File: src/rtl/led_pattern_ctrl.sv
// rtl/led_pattern_ctrl.sv - command-driven LED pattern sequencer (shift left/right, bounce)
//
// Purpose:
//   Accepts pattern commands over a valid/ready handshake and steps a one-hot
//   LED pattern at a programmable rate. The base step period is TIME_count
//   clock cycles, divided by 2^speed and never shorter than one cycle.
//
// Parameters:
//   LED_quantity   - number of LEDs driven (minimum 2)
//   TIME_count     - base step period in clk cycles at speed 0
//   TIME_count_bit - bit width needed to hold TIME_count
//
// Ports:
//   clk        in   sole clock, rising edge
//   rst        in   synchronous active-high reset
//   cmd_valid  in   a command is offered
//   cmd_ready  out  a command can be accepted this cycle (low only in LOAD)
//   cmd_mode   in   0 OFF, 1 SHIFT_L, 2 SHIFT_R, 3 BOUNCE
//   cmd_speed  in   speed select s, step period = max(TIME_count >> s, 1)
//   pause      in   level-sensitive freeze request
//   LED        out  registered LED pattern
//   step       out  registered one-cycle pulse on each pattern advance
//   busy       out  high in LOAD, RUN and PAUSE

module led_pattern_ctrl #(
    parameter int LED_quantity   = 8,
    parameter int TIME_count     = 100000000,
    parameter int TIME_count_bit = 27
) (
    input  logic                    clk,
    input  logic                    rst,
    input  logic                    cmd_valid,
    output logic                    cmd_ready,
    input  logic [1:0]              cmd_mode,
    input  logic [2:0]              cmd_speed,
    input  logic                    pause,
    output logic [LED_quantity-1:0] LED,
    output logic                    step,
    output logic                    busy
);

    // One spare bit on the counter so period-1 comparisons never overflow.
    localparam int CW = TIME_count_bit + 1;
    localparam int N  = LED_quantity;

    localparam logic [1:0] ST_IDLE  = 2'd0;
    localparam logic [1:0] ST_LOAD  = 2'd1;
    localparam logic [1:0] ST_RUN   = 2'd2;
    localparam logic [1:0] ST_PAUSE = 2'd3;

    localparam logic [1:0] MODE_OFF     = 2'd0;
    localparam logic [1:0] MODE_SHIFT_L = 2'd1;
    localparam logic [1:0] MODE_SHIFT_R = 2'd2;
    localparam logic [1:0] MODE_BOUNCE  = 2'd3;

    localparam logic DIR_LEFT  = 1'b0;
    localparam logic DIR_RIGHT = 1'b1;

    localparam logic [CW-1:0] BASE_PERIOD = CW'(TIME_count);
    localparam logic [CW-1:0] CNT_ONE     = CW'(1);
    localparam logic [N-1:0]  LED_FIRST   = {{(N-1){1'b0}}, 1'b1};
    localparam logic [N-1:0]  LED_LAST    = {1'b1, {(N-1){1'b0}}};

    logic [1:0]    state;
    logic [1:0]    mode_q;
    logic [2:0]    speed_q;
    logic          dir;
    logic [CW-1:0] cnt;

    logic          accept;
    logic [CW-1:0] shifted_period;
    logic [CW-1:0] period;
    logic          wrap;
    logic          led_onehot;

    logic [N-1:0]  load_led;
    logic          load_dir;
    logic [N-1:0]  adv_led;
    logic          adv_dir;
    logic          eff_left;
    logic [N-1:0]  bounce_nxt;

    assign cmd_ready = (state != ST_LOAD);
    assign busy      = (state != ST_IDLE);
    assign accept    = cmd_valid && cmd_ready;

    // High speed selects can shift the period down to zero; clamp to one
    // so the pattern then advances on every cycle.
    assign shifted_period = BASE_PERIOD >> speed_q;
    assign period         = (shifted_period == '0) ? CNT_ONE : shifted_period;
    assign wrap           = (cnt == (period - CNT_ONE));

    assign led_onehot = (LED != '0) && ((LED & (LED - LED_FIRST)) == '0);

    // Initial pattern and direction for the latched mode.
    always_comb begin
        load_led = '0;
        load_dir = DIR_LEFT;
        case (mode_q)
            MODE_SHIFT_L: begin
                load_led = LED_FIRST;
                load_dir = DIR_LEFT;
            end
            MODE_SHIFT_R: begin
                load_led = LED_LAST;
                load_dir = DIR_RIGHT;
            end
            MODE_BOUNCE: begin
                load_led = LED_FIRST;
                load_dir = DIR_LEFT;
            end
            default: begin
                load_led = '0;
                load_dir = DIR_LEFT;
            end
        endcase
    end

    // Next pattern for one advance. A pattern that is not one-hot is
    // replaced by the mode's initial value instead of being propagated.
    always_comb begin
        adv_led    = LED;
        adv_dir    = dir;
        eff_left   = 1'b0;
        bounce_nxt = '0;
        case (mode_q)
            MODE_SHIFT_L: begin
                if (led_onehot) begin
                    adv_led = {LED[N-2:0], LED[N-1]};
                end else begin
                    adv_led = LED_FIRST;
                    adv_dir = DIR_LEFT;
                end
            end
            MODE_SHIFT_R: begin
                if (led_onehot) begin
                    adv_led = {LED[0], LED[N-1:1]};
                end else begin
                    adv_led = LED_LAST;
                    adv_dir = DIR_RIGHT;
                end
            end
            MODE_BOUNCE: begin
                if (led_onehot) begin
                    // Direction normally flips when an end is reached; the end
                    // checks here also keep a stale direction from shifting the
                    // bit off the edge.
                    eff_left   = (dir == DIR_LEFT) ? !LED[N-1] : LED[0];
                    bounce_nxt = eff_left ? (LED << 1) : (LED >> 1);
                    adv_led    = bounce_nxt;
                    if (bounce_nxt[N-1]) begin
                        adv_dir = DIR_RIGHT;
                    end else if (bounce_nxt[0]) begin
                        adv_dir = DIR_LEFT;
                    end else begin
                        adv_dir = eff_left ? DIR_LEFT : DIR_RIGHT;
                    end
                end else begin
                    adv_led = LED_FIRST;
                    adv_dir = DIR_LEFT;
                end
            end
            default: begin
                adv_led = LED;
                adv_dir = dir;
            end
        endcase
    end

    always_ff @(posedge clk) begin
        if (rst) begin
            state   <= ST_IDLE;
            mode_q  <= MODE_OFF;
            speed_q <= 3'd0;
            dir     <= DIR_LEFT;
            cnt     <= '0;
            LED     <= '0;
            step    <= 1'b0;
        end else begin
            step <= 1'b0;
            if (accept) begin
                // A new command beats a pending wrap and the pause input.
                mode_q  <= cmd_mode;
                speed_q <= cmd_speed;
                state   <= ST_LOAD;
            end else begin
                case (state)
                    ST_IDLE: begin
                        cnt <= '0;
                    end
                    ST_LOAD: begin
                        LED <= load_led;
                        dir <= load_dir;
                        cnt <= '0;
                        if (mode_q == MODE_OFF) begin
                            state <= ST_IDLE;
                        end else if (pause) begin
                            state <= ST_PAUSE;
                        end else begin
                            state <= ST_RUN;
                        end
                    end
                    ST_RUN: begin
                        if (wrap) begin
                            cnt  <= '0;
                            LED  <= adv_led;
                            dir  <= adv_dir;
                            step <= 1'b1;
                        end else begin
                            cnt <= cnt + CNT_ONE;
                        end
                        if (pause) begin
                            state <= ST_PAUSE;
                        end
                    end
                    ST_PAUSE: begin
                        // Counter and pattern hold; counting resumes from here.
                        if (!pause) begin
                            state <= ST_RUN;
                        end
                    end
                    default: begin
                        state <= ST_IDLE;
                    end
                endcase
            end
        end
    end

endmodule

File: config.mk
export PLATFORM = sky130hd
export DESIGN_NAME = led_pattern_ctrl
export DESIGN_NICKNAME = d
export VERILOG_FILES = /design/src/rtl/led_pattern_ctrl.sv
export SDC_FILE = /design/constraint.sdc
export NUM_CORES = 1
export LEC_CHECK = 0
export BUFFER_PORTS_ARGS = -buffer_cell sky130_fd_sc_hd__buf_4
export CAP_MARGIN = 15
export CORE_ASPECT_RATIO = 0.9
export CORE_MARGIN = 2
export CORE_UTILIZATION = 50
export CTS_BUF_LIST = sky130_fd_sc_hd__clkbuf_8
export DETAILED_ROUTE_END_ITERATION = 8
export HOLD_SLACK_MARGIN = 0.05
export PLACE_DENSITY = 0.7
export SLEW_MARGIN = 20
export SYNTH_ARGS = -nofsm -noshare
export SYNTH_HDL_FRONTEND = slang
export SYNTH_SLANG_ARGS = --single-unit
export TNS_END_PERCENT = 1
File: constraint.sdc
create_clock -name clk -period 2.4 [get_ports clk]
set_input_delay 0.24 -clock clk [delete_from_list [all_inputs] [get_ports clk]]
set_output_delay 0.24 -clock clk [all_outputs]
set_load 0.005 [all_outputs]
==> run summary <==
global-route wire length before repair: 15.2 mm
f_max: 397 MHz
largest net degree at the start of global routing: 25
Worst Hold Class: in -> reg
Final Max Tran Viols: 0
hold path depth: 3
sequential fraction of the synthesis area: 27.6%
switching pwr: 0.868 mW
Async S/R FF share, synth: 0%
area of the multi-input gates: 2270 um2
EDFF count, synth: 0
synth warn: 0
capture point of the worst reg-to-reg path: LED[7]$_SDFFE_PP0P_
CP cell instances: or3b_4, a2111oi_4, a311oi_1, a211o_2, o41a_1, o311a_1
crit start category: flip-flop
status: finished, violations left
Switching Fraction: 38.2%
post-synth top area cell: dfxtp_1
Internal Power: 1.40 mW
most frequent cells in the layout: buf_4, nor2_1, nand2_1, dfxtp_1, a21oi_1
commonest non-fill, non-tap cell in the layout: buf_4
GRT Overall Usage: 27.0%
final global-route overflow total: 0
delay-heaviest family, CP: compound AO/OA/AOI/OAI gates
P per Cell Area: 569 nW/um2
fin crit share: 105%
measured slew at the worst slew-check pin: 662 ps
Clock Skew: 6.86 ps
Final setup viols: 34
CP Max Fanout: 5
WL/cell: 16.3 um
core box area: 6220 um2
Post-route DRC: 0
clk root buf: clkbuf_8
layout cell share with drive strength beyond 1: 23.6%
cells after synthesis: 422
simple-gate share of the synthesized area: 29.9%
Slowest-stage cell, CP: o41a_1
Worst Min Path Start: cmd_speed[1]
Seq cells post-synth: 45
Synth-to-Final Area Change: 22.3%
top_reg_cell synth: dfxtp_1
Avg Inst Size Synth: 7.73 um2
number of global-route vias before repair: 3135
Gate power share: 42.5%
RSZ-0062 raised after global routing: true
worst r2r path cells: 6
Flop pwr share: 37.8%
worst-skew pair later-pin latency: 300 ps
post-synth top area share: 27.6%
Req. time, crit path: 2590 ps
mux contribution to synthesized area: 3.11%
Site Rows: 27
Worst Setup End Kind: flip-flop
xor/xnor share of the synthesized area: 8.33%
1st-pass router iterations: 5
Via Count: 3394
Slew HR: 55.9%
H-Tree Depth: 2
Initial Util: 52.5%
Clock Power Share: 19.6%
Pleak: 1.50 nW
setup TNS: -825 ps
final hold vios: 0
Final HPWL DP: 6.74 mm
post-synthesis adder-cell area fraction: 3.76%
RePlAce Congestion: 1.00
failing checks: setup timing
CP peak stage delay: 500 ps
WP data arrival: 2710 ps
flop2flop setup slack: -120 ps
Buf/Inv on CP: 0
clock-pin slew on the worst setup and hold paths: 80 ps
Setup CP Type: reg -> reg
Die Wd: 89.1 um
CTS tree: built
Die ar.: 7180 um2
clock buffer count from CTS: 5
Setup WS post-layout: -118 ps
DIE HEIGHT: 80.6 um
compound-gate portion of the synthesized area: 21.1%
syn_nets: 440
port buffer count: 19
peak supply drop: 0.547 mV
hold path endpoint: speed_q[1]$_SDFFE_PP0P_
final net count: 490
CTS Sinks: 45
Final Util: 64.1%
Synth cell types: 68
clock buffer depth: 2
via density per instance: 6.08
initial antenna violation count: 0
final WL: 9.11 mm
Synth area leaders: dfxtp_1, nor2_1, nand2_1
synthesized cell area: 3260 um2
R2R Path Start: speed_q[1]$_SDFFE_PP0P_
I/O pins: 20
Final min period: 2520 ps
First DRT Iteration DRCs: 304
Ant. Diodes: 0
Reg area: 912 um2
Routed Antenna Nets: 0
largest family of logic cells by synthesized area: simple AND/OR/NAND/NOR gates
Max Cap Violations: 0
CTS Hold Bufs: 0
fill cell count: 550
registers in the layout, indices dropped and copies added, names as in the netlist:
register  count
state         2
dir           1
LED           8
cnt          28
mode_q        2
speed_q       3
step          1
worst min-delay path: stages:
cell and delay (ps):
buf_4 110, nand2_1 50, a21oi_1 50
per-stage QoR:
step | worst slack (ps) | instance area [um2] | hold WS [ps] | total power, mW | std cells
2_1_floorplan | -33.6 | 3280 | 376 | 1.46 | 422
3_3_place_gp | -292 | 3750 | 482 | 1.74 | 546
3_5_place_dp | -274 | 3750 | 497 | 1.77 | 546
4_1_cts | -132 | 3940 | 159 | 2.25 | 557
5_1_grt | -213 | 3990 | 172 | 2.41 | 558
6_report | -118 | 3990 | 168 | 2.27 | 558
worst max path at each step:
stage                                      end                    start  cells after the start  slack (ps)
after floorplan           cnt[22]$_SDFFE_PP0P_  speed_q[1]$_SDFFE_PP0P_                      9         -30
after global placement     LED[2]$_SDFFE_PP0P_  speed_q[0]$_SDFFE_PP0P_                      7        -290
after detailed placement   LED[2]$_SDFFE_PP0P_  speed_q[1]$_SDFFE_PP0P_                      7        -270
after CTS                  LED[7]$_SDFFE_PP0P_  speed_q[1]$_SDFFE_PP0P_                      9        -130
after global routing       LED[7]$_SDFFE_PP0P_  speed_q[0]$_SDFFE_PP0P_                     11        -210
final                      LED[7]$_SDFFE_PP0P_  speed_q[1]$_SDFFE_PP0P_                      6        -120
layout make-up:
| cell class | count | area share (%) |
|---|---|---|
| clock inverter | 1 | 0.126 |
| sequential | 45 | 22.9 |
| inverter | 15 | 1.41 |
| clock buffer | 5 | 1.73 |
| multi-input combinational | 331 | 57.1 |
| tap | 87 | 2.73 |
| timing repair buffer | 74 | 14.1 |
cell usage after synthesis (6+ instances only):
cell	n
o21ai_0	18
nand2_1	44
dfxtp_1	45
nand3_1	9
ha_1	9
nor2_1	48
inv_1	14
a21oi_1	24
nand4_1	17
nor2b_1	13
xnor2_1	13
xor2_1	18
mux2i_1	9
nor4_1	7
nor3_1	6
clkbuf_1	22
power groups by stage:
stage / logic (mW) / clock network, mW / registers (mW)
floorplan: 0.622 / 0 / 0.843
global placement: 0.874 / 0 / 0.871
detailed placement: 0.898 / 0 / 0.874
CTS: 0.934 / 0.462 / 0.856
global route: 1.06 / 0.485 / 0.869
finish: 0.966 / 0.446 / 0.858
what timing repair did:
action / 4_1_cts / 5_1_grt
setup endpoints to repair: 37 / 38
resized for setup: 17 / 11
buffers inserted: 5 / 1
pin swaps: 4 / 5
gates cloned: 0 / 0
cell families after synthesis:
group / Yosys count
compound gates: 93
xor+xnor: 31
fa+ha+maj: 10
buf+inv: 46
flops: 45
mux: 10
simple gates: 187
routing by layer:
layer	part of all wire, %	vias to the layer above	wire length (um)	global-route usage, %
met5	0	-	0	0
met4	1.3	0	118	6.12
met3	8.5	17	775	3.39
met2	44	146	4000	41.9
met1	46	1613	4220	39.5
li1	-	1618	-	-
Power figures use the tool's default switching activity.
